File: src/rtl/risc_pkg.sv
// risc_pkg: phase encodings, sequencer state encoding and default counter width
package risc_pkg;

    localparam int CNT_W_DEF = 16;

    typedef enum logic [2:0] {
        INST_ADDR  = 3'd0,
        INST_FETCH = 3'd1,
        INST_LOAD  = 3'd2,
        IDLE       = 3'd3,
        OP_ADDR    = 3'd4,
        OP_FETCH   = 3'd5,
        ALU_OP     = 3'd6,
        STORE      = 3'd7
    } phase_t;

    typedef enum logic [1:0] {
        RUN       = 2'd0,
        HALTED    = 2'd1,
        STEP_WAIT = 2'd2
    } seq_state_t;

endpackage

File: src/rtl/phase_sequencer_sat_counter.sv
// sat_counter: enabled up-counter that sticks at all-ones, async active-low clear
module sat_counter
    import risc_pkg::*;
#(
    parameter int W = CNT_W_DEF
) (
    input  logic         clk,
    input  logic         rst_n,
    input  logic         en,
    output logic [W-1:0] count
);

    // Count enabled events, holding once every bit is set
    always_ff @(posedge clk or negedge rst_n) begin
        if (!rst_n)
            count <= '0;
        else if (en && count != '1)
            count <= count + W'(1);
    end

endmodule

File: src/rtl/phase_sequencer.sv
// phase_sequencer: 8-phase instruction sequencer with halt/go, stall and retire count.
// Define PHASE_SEQ_STEP_EN to compile in single-instruction step support.
module phase_sequencer
    import risc_pkg::*;
#(
    parameter int CNT_W = CNT_W_DEF
) (
    input  logic             clk,
    input  logic             rst_n,
    input  logic             halt,
    input  logic             go,
    input  logic             stall,
    input  logic             step_mode,
    input  logic             step_req,
    output logic [2:0]       phase,
    output logic             running,
    output logic             fetch_start,
    output logic             step_ack,
    output logic [CNT_W-1:0] instr_cnt
);

    seq_state_t state, state_d;
    logic [2:0] phase_d;
    logic       wrap, fetch_d, ack_d;

`ifndef PHASE_SEQ_STEP_EN
    logic unused_step;
    assign unused_step = step_mode | step_req;
`endif

    // State and registered outputs
    always_ff @(posedge clk or negedge rst_n) begin
        if (!rst_n) begin
            state       <= RUN;
            phase       <= INST_ADDR;
            running     <= 1'b1;
            fetch_start <= 1'b0;
            step_ack    <= 1'b0;
        end else begin
            state       <= state_d;
            phase       <= phase_d;
            running     <= state_d == RUN;
            fetch_start <= fetch_d;
            step_ack    <= ack_d;
        end
    end

    // Next state and phase; a halt in OP_ADDR beats stall
    always_comb begin
        state_d = state;
        phase_d = phase;
        if (state == RUN) begin
            if (phase == OP_ADDR && halt) begin
                state_d = HALTED;
            end else if (!stall) begin
                phase_d = phase + 3'd1;
`ifdef PHASE_SEQ_STEP_EN
                if (phase == STORE && step_mode)
                    state_d = STEP_WAIT;
`endif
            end
        end else if (state == HALTED) begin
            if (go) begin
                state_d = RUN;
                phase_d = INST_ADDR;
            end
        end
`ifdef PHASE_SEQ_STEP_EN
        else if (step_req) begin
            state_d = RUN;
            phase_d = INST_FETCH;
        end
`endif
    end

    // Retire on wrap; fetch_start only on entry into phase 0, never while stalled there
    always_comb begin
        wrap    = state == RUN && !stall && phase == STORE;
        fetch_d = wrap || (state == HALTED && go);
`ifdef PHASE_SEQ_STEP_EN
        ack_d   = state == STEP_WAIT && step_req;
`else
        ack_d   = 1'b0;
`endif
    end

    sat_counter #(.W(CNT_W)) u_cnt (
        .clk   (clk),
        .rst_n (rst_n),
        .en    (wrap),
        .count (instr_cnt)
    );

endmodule
File: config.mk
export PLATFORM = sky130hd
export DESIGN_NAME = phase_sequencer
export DESIGN_NICKNAME = d
export VERILOG_FILES = /design/src/rtl/risc_pkg.sv /design/src/rtl/phase_sequencer_sat_counter.sv /design/src/rtl/phase_sequencer.sv
export SDC_FILE = /design/constraint.sdc
export NUM_CORES = 1
export LEC_CHECK = 0
export ABC_AREA = 1
export CELL_PAD_IN_SITES_DETAIL_PLACEMENT = 1
export CELL_PAD_IN_SITES_GLOBAL_PLACEMENT = 1
export CORE_ASPECT_RATIO = 1.1
export CORE_MARGIN = 3
export CORE_UTILIZATION = 36
export CTS_CLUSTER_DIAMETER = 30
export DETAILED_ROUTE_END_ITERATION = 8
export HOLD_SLACK_MARGIN = 0.12
export MAX_ROUTING_LAYER = met4
export PLACE_DENSITY = 0.8
export SYNTH_ARGS = -nofsm -noshare
export SYNTH_HDL_FRONTEND = slang
export SYNTH_SLANG_ARGS = --single-unit
File: constraint.sdc
create_clock -name clk -period 1.79 [get_ports clk]
set_input_delay 0.2685 -clock clk [delete_from_list [all_inputs] [get_ports clk]]
set_output_delay 0.2685 -clock clk [all_outputs]
set_load 0.01 [all_outputs]
# Word level (Yosys, flattened, before mapping)
# Cells that the tools add are included.
dict set report word_totals {
  reg_bits 23
  ram_bits 0
  inputBits 7
  word_cells 34
  memories 0
  out_inout_bits 22
  latch_bits 0
  romBits 0
}
dict set report op_classes {
  div 0
  magnitude_cmp 0
  n_reduce_logical 12
  eq_ne 6
  shift 0
  n_mux 9
  addsub 2
  multipliers 0
  n_bitwise 0
}
# cell count
set op_table {}
lappend op_table {{16-bit by 1-bit adder with 16-bit output (second input constant)} 1}
lappend op_table {{16-bit != test (second input constant)} 1}
lappend op_table {{3-bit two-way mux} 5}
lappend op_table {{2-bit two-way mux} 4}
lappend op_table {{3-bit equality test (second input constant)} 2}
lappend op_table {{1-bit logical AND} 5}
lappend op_table {{2-bit logical NOT} 2}
lappend op_table {{2-bit != test (second input constant)} 2}
lappend op_table {{4-bit AND reduction} 1}
lappend op_table {{2-bit nonzero test} 2}
lappend op_table {{3-bit by 1-bit adder with 3-bit output (second input constant)} 1}
lappend op_table {{2-bit by 1-bit equality test with 1-bit output (second input constant)} 1}
lappend op_table {{1-bit logical NOT} 1}
lappend op_table {{1-bit logical OR} 1}

# Depth between registers and ports, before layout
dict set report logic_depth {
  depth_word 5
  ltp_mapped 9
  depth_no_buf 9
}

# By module
# From an unflattened synthesis, not the netlist that was laid out.
dict set report hier_totals {
  hier_cells 196
  hier_area_um2 1428.9
}
# mod cells_each n_inst seq_area_each_um2 area_each_um2
set modules_own_cells {}
lappend modules_own_cells {sat_counter 149 1 400.4 1058.5}
lappend modules_own_cells {phase_sequencer 47 1 176.4 370.4}

# Least setup slack after synthesis
# OpenSTA, ideal clock, no wires.
dict set report synth_path {
  path_kind {reg2reg}
  startpoint {register u_cnt.count[0]}
  endpoint {register u_cnt.count[2]}
  required_time_ns 1.673
  path_buffers 1
  period_less_slack_ns 1.439
  stages_incl_launch_ff 10
  path_slack_ns 0.351
  setup_ns 0.117
  t_arrival_ns 1.322
  path_cell_list {dfrtp_1 -> ha_1 -> nand2_1 -> nor2_1 -> nand2_2 -> nor2_4 -> nor2_4 -> buf_6 -> nand3_1 -> nand2_1}
}
dict set report synth_via {
  elab_chain_len 2
  elab_cells_between_ends 3
  cone_classes {add/sub: 1; eq/ne: 1; reduce/logical: 1}
}
# item line
set synth_lines {}
lappend synth_lines {{start: declaration} phase_sequencer_sat_counter.sv:10} ;# output logic [W-1:0] count
lappend synth_lines {{start signal: assignment} phase_sequencer_sat_counter.sv:18} ;# count <= count + W'(1);
lappend synth_lines {{parallel branches: the longest is 2 deep, another holds 16-bit by 1-bit adder with 16-bit output} --}
# Parallel ways; which one is timed is not known.
# A chain may end at the register's enable or synchronous reset.

# Final worst setup path
dict set report layout_path {
  startpoint {register u_cnt.count[1]}
  endpoint {output port instr_cnt[1]}
}
# item line
set layout_rtl {}
lappend layout_rtl {{end: declaration} phase_sequencer.sv:19} ;# output logic [CNT_W-1:0] instr_cnt
# No word-level cell between the ends.

==> qor.yml <==
clock_tree:
  h-tree-depth: 1
  cts_buffers: 3
  cts-root-buf: "clkbuf_4"
  cts.sinks: 23
  max-clock-path-buffers: 2
  postCtsHoldBufs: 0
  clk_latency_ns: 0.32
  clk_pin_slew_ns: 0.13
  cts_tree: "yes"
die:
  fp.dieW_um: 63.74
  die_h_um: 69.51
  pin_count: 29
  dieArea_um2: 4430
  placementRows: 22
  core_area_um2: 3441
  initial_core_util_pct: 38.36
pwr:
  switching_share_pct: 35.92
  leakagePower_nw: 0.7554
  ir_worst_vdd_mv: 0.5412
  clockPowerShare_pct: 15.7
  p_int_mw: 1.026
  power.density_nw_per_um2: 951.3
  power_frac_comb_pct: 37.6
  seqPwrFrac_pct: 46.7
  net-switching-power_mw: 0.5751
  power_mw: 1.601
run:
  maxCapViolations: 0
synthesis:
  synth.distinct_cells: 26
  post-synth-top-area-cell: "dfrtp_1"
  synthMostInstantiatedCell: "nand2_1"
  yosysSeqAreaShare_pct: 43.70
  synth-xor-area-share_pct: 3.318
  synth_common_cells: "67 x nand2_1, 22 x dfrtp_1, 15 x nor2_1"
  synth_top_area_share_pct: 41.71
  ys.flop_type: "dfrtp_1"
  synth_edf_count: 0
  synthMuxAreaShare_pct: 0
  synth_area_um2: 1320
  synth_top_family_by_area: "simple AND/OR/NAND/NOR gates"
  synth_warnings: 0
  netlist_instances: 172
  synth_area_leaders: "dfrtp_1 42%, nand2_1 19%, nand3_1 5.3%"
  synth.avg_cell_area_um2: 7.675
  synthSimpleGateAreaFrac_pct: 39.62
  async_reset_ff_share_pct: 100.0
  synth_seq_cells: 23
  syn-num-nets: 183
  synth_compound_area_share_pct: 3.507
  synth_fa_ha_area_share_pct: 3.791
detailed_routing:
  vias: 1228
  drt_wl_total_um: 3332
  routedWlPerCell_um: 13.22
  drc_errors: 0
  antenna_left: 0
  drt-initial-drc-count: 63
  dr.pass1.iters: 4
  vias_per_cell: 4.873
sta:
  finalHoldViolations: 0
  fin_crit_sh_pct: 93.67
  fin_ws_ns: 0.1133
  final-max-slew-violation-count: 0
  finalCriticalPeriod_ns: 1.677
  finClkSkew_ns: 0.002345
  hold_ws_ns: 0.2825
  setup_violations: 0
  tns_ns: 0
  max_freq_ghz: 0.5964
setup_path:
  cp_data_arrival_time_ns: 1.41
  startpoint_type: "flip-flop"
  cp_max_fo: 5
  end_kind: "output port"
  r2r_setup_slack_ns: 0.18
  worst-setup-path-type: "flip-flop to output port"
  r2r_cells: 9
  r2r_end: "u_cnt.count[14]"
  cp.required_ns: 1.52
  rr_startpoint: "u_cnt.count[0]"
grt:
  grt_antenna_before_repair: 0
  global_route.overflow_total: 0
  grt_use_total_pct: 16.71
  grt_pass1_vias: 1306
  grt_max_degree: 24
  grt_first_pass_wirelength_um: 5802
cells_and_area:
  nFillCells: 431
  finalNonFillerCells: 252
  seq_area_um2: 576.8
  utilization_pct: 48.91
  fin_nets: 216
  layout-drive-gt1-share_pct: 12.25
  multi_input_area_um2: 669.4
  final_area_um2: 1683
  n_antenna_cell: 0
  syn_to_final_growth_pct: 27.49
place:
  gp_congestion: 0.8325
  post_dp_cell_area_um2: 1630
  dpl.hpwl_um: 2674
  port_buffers: 25
  post-place-ws_ns: 0.1064
  dp.cells: 245
worst_hold_path:
  hp-class: "input port to asynchronous set/reset pin"
status:
  outcome: "finished clean"
final cells by class:
class                   instances  area share (%)
flip-flops and latches         23           34.28
clock buffers                   3           1.338
clock inverters                 1          0.2974
well taps                      48           3.569
repair buffers                 31           17.55
multi-input cells             132           39.78
inverters                      14           3.197
layer usage:
layer	up-vias	track usage [%]	routed length, µm
li1	603	-	-
met1	600	17.31	1402
met2	20	32.13	1775
met3	5	2.107	109
met4	0	5.036	44
met5	-	-	0
placed cells by master, fill, tap and decap left out, types with 4 or more instances in the layout:
| cell type | count |
|---|---|
| inv_1 | 13 |
| nor2_2 | 4 |
| ha_1 | 4 |
| nand4_1 | 5 |
| buf_4 | 6 |
| nand2_1 | 67 |
| dfrtp_1 | 22 |
| nor2_1 | 14 |
| nand3_1 | 14 |
| clkdlybuf4s50_1 | 25 |
| o21ai_0 | 5 |
what timing repair did:
action                                  in CTS  in global routing
endpoints found under the setup margin       0                  9
buffers inserted                             0                  3
gates resized for setup                      0                  1
how the worst max path moves through the flow:
stage	startpoint	cells after the start	end	slack (ns)
floorplan	u_cnt.count[0]	9	u_cnt.count[2]	0.35
global placement	u_cnt.count[0]	9	u_cnt.count[3]	0.19
detailed placement	u_cnt.count[0]	9	u_cnt.count[3]	0.11
CTS	u_cnt.count[0]	8	u_cnt.count[3]	0.08
global route	u_cnt.count[1]	8	u_cnt.count[3]	-0.02
finish	u_cnt.count[1]	2	instr_cnt[1]	0.11
kinds of logic (layout without fill, tap and decap cells):
logic type / Yosys count / in the layout
AND/OR/NAND/NOR: 114 / 114
adder cells (fa/ha/maj): 4 / 4
buffers and inverters: 17 / 49
flip-flops: 23 / 23
XOR/XNOR: 5 / 5
AO/OA/AOI/OAI: 8 / 8
other: 1 / 1
flip-flops by register name, summed over array words and instances (netlist names):
signal and flops:
u_cnt.count 16, phase 3, state 2, fetch_start 1, running 1
power by group through the flow:
stage	clock (mW)	sequential, mW	combinational (mW)
4_1_cts	0.262	0.754	0.571
3_3_place_gp	0	0.752	0.528
6_report	0.251	0.747	0.603
3_5_place_dp	0	0.764	0.567
5_1_grt	0.291	0.769	0.677
2_1_floorplan	0	0.782	0.241
worst max-delay path, cell delays in order (launching register included):
cell,delay [ns]
dfrtp_1,0.44
buf_4,0.13
clkdlybuf4s50_1,0.52
(Power assumes the default switching activity.)
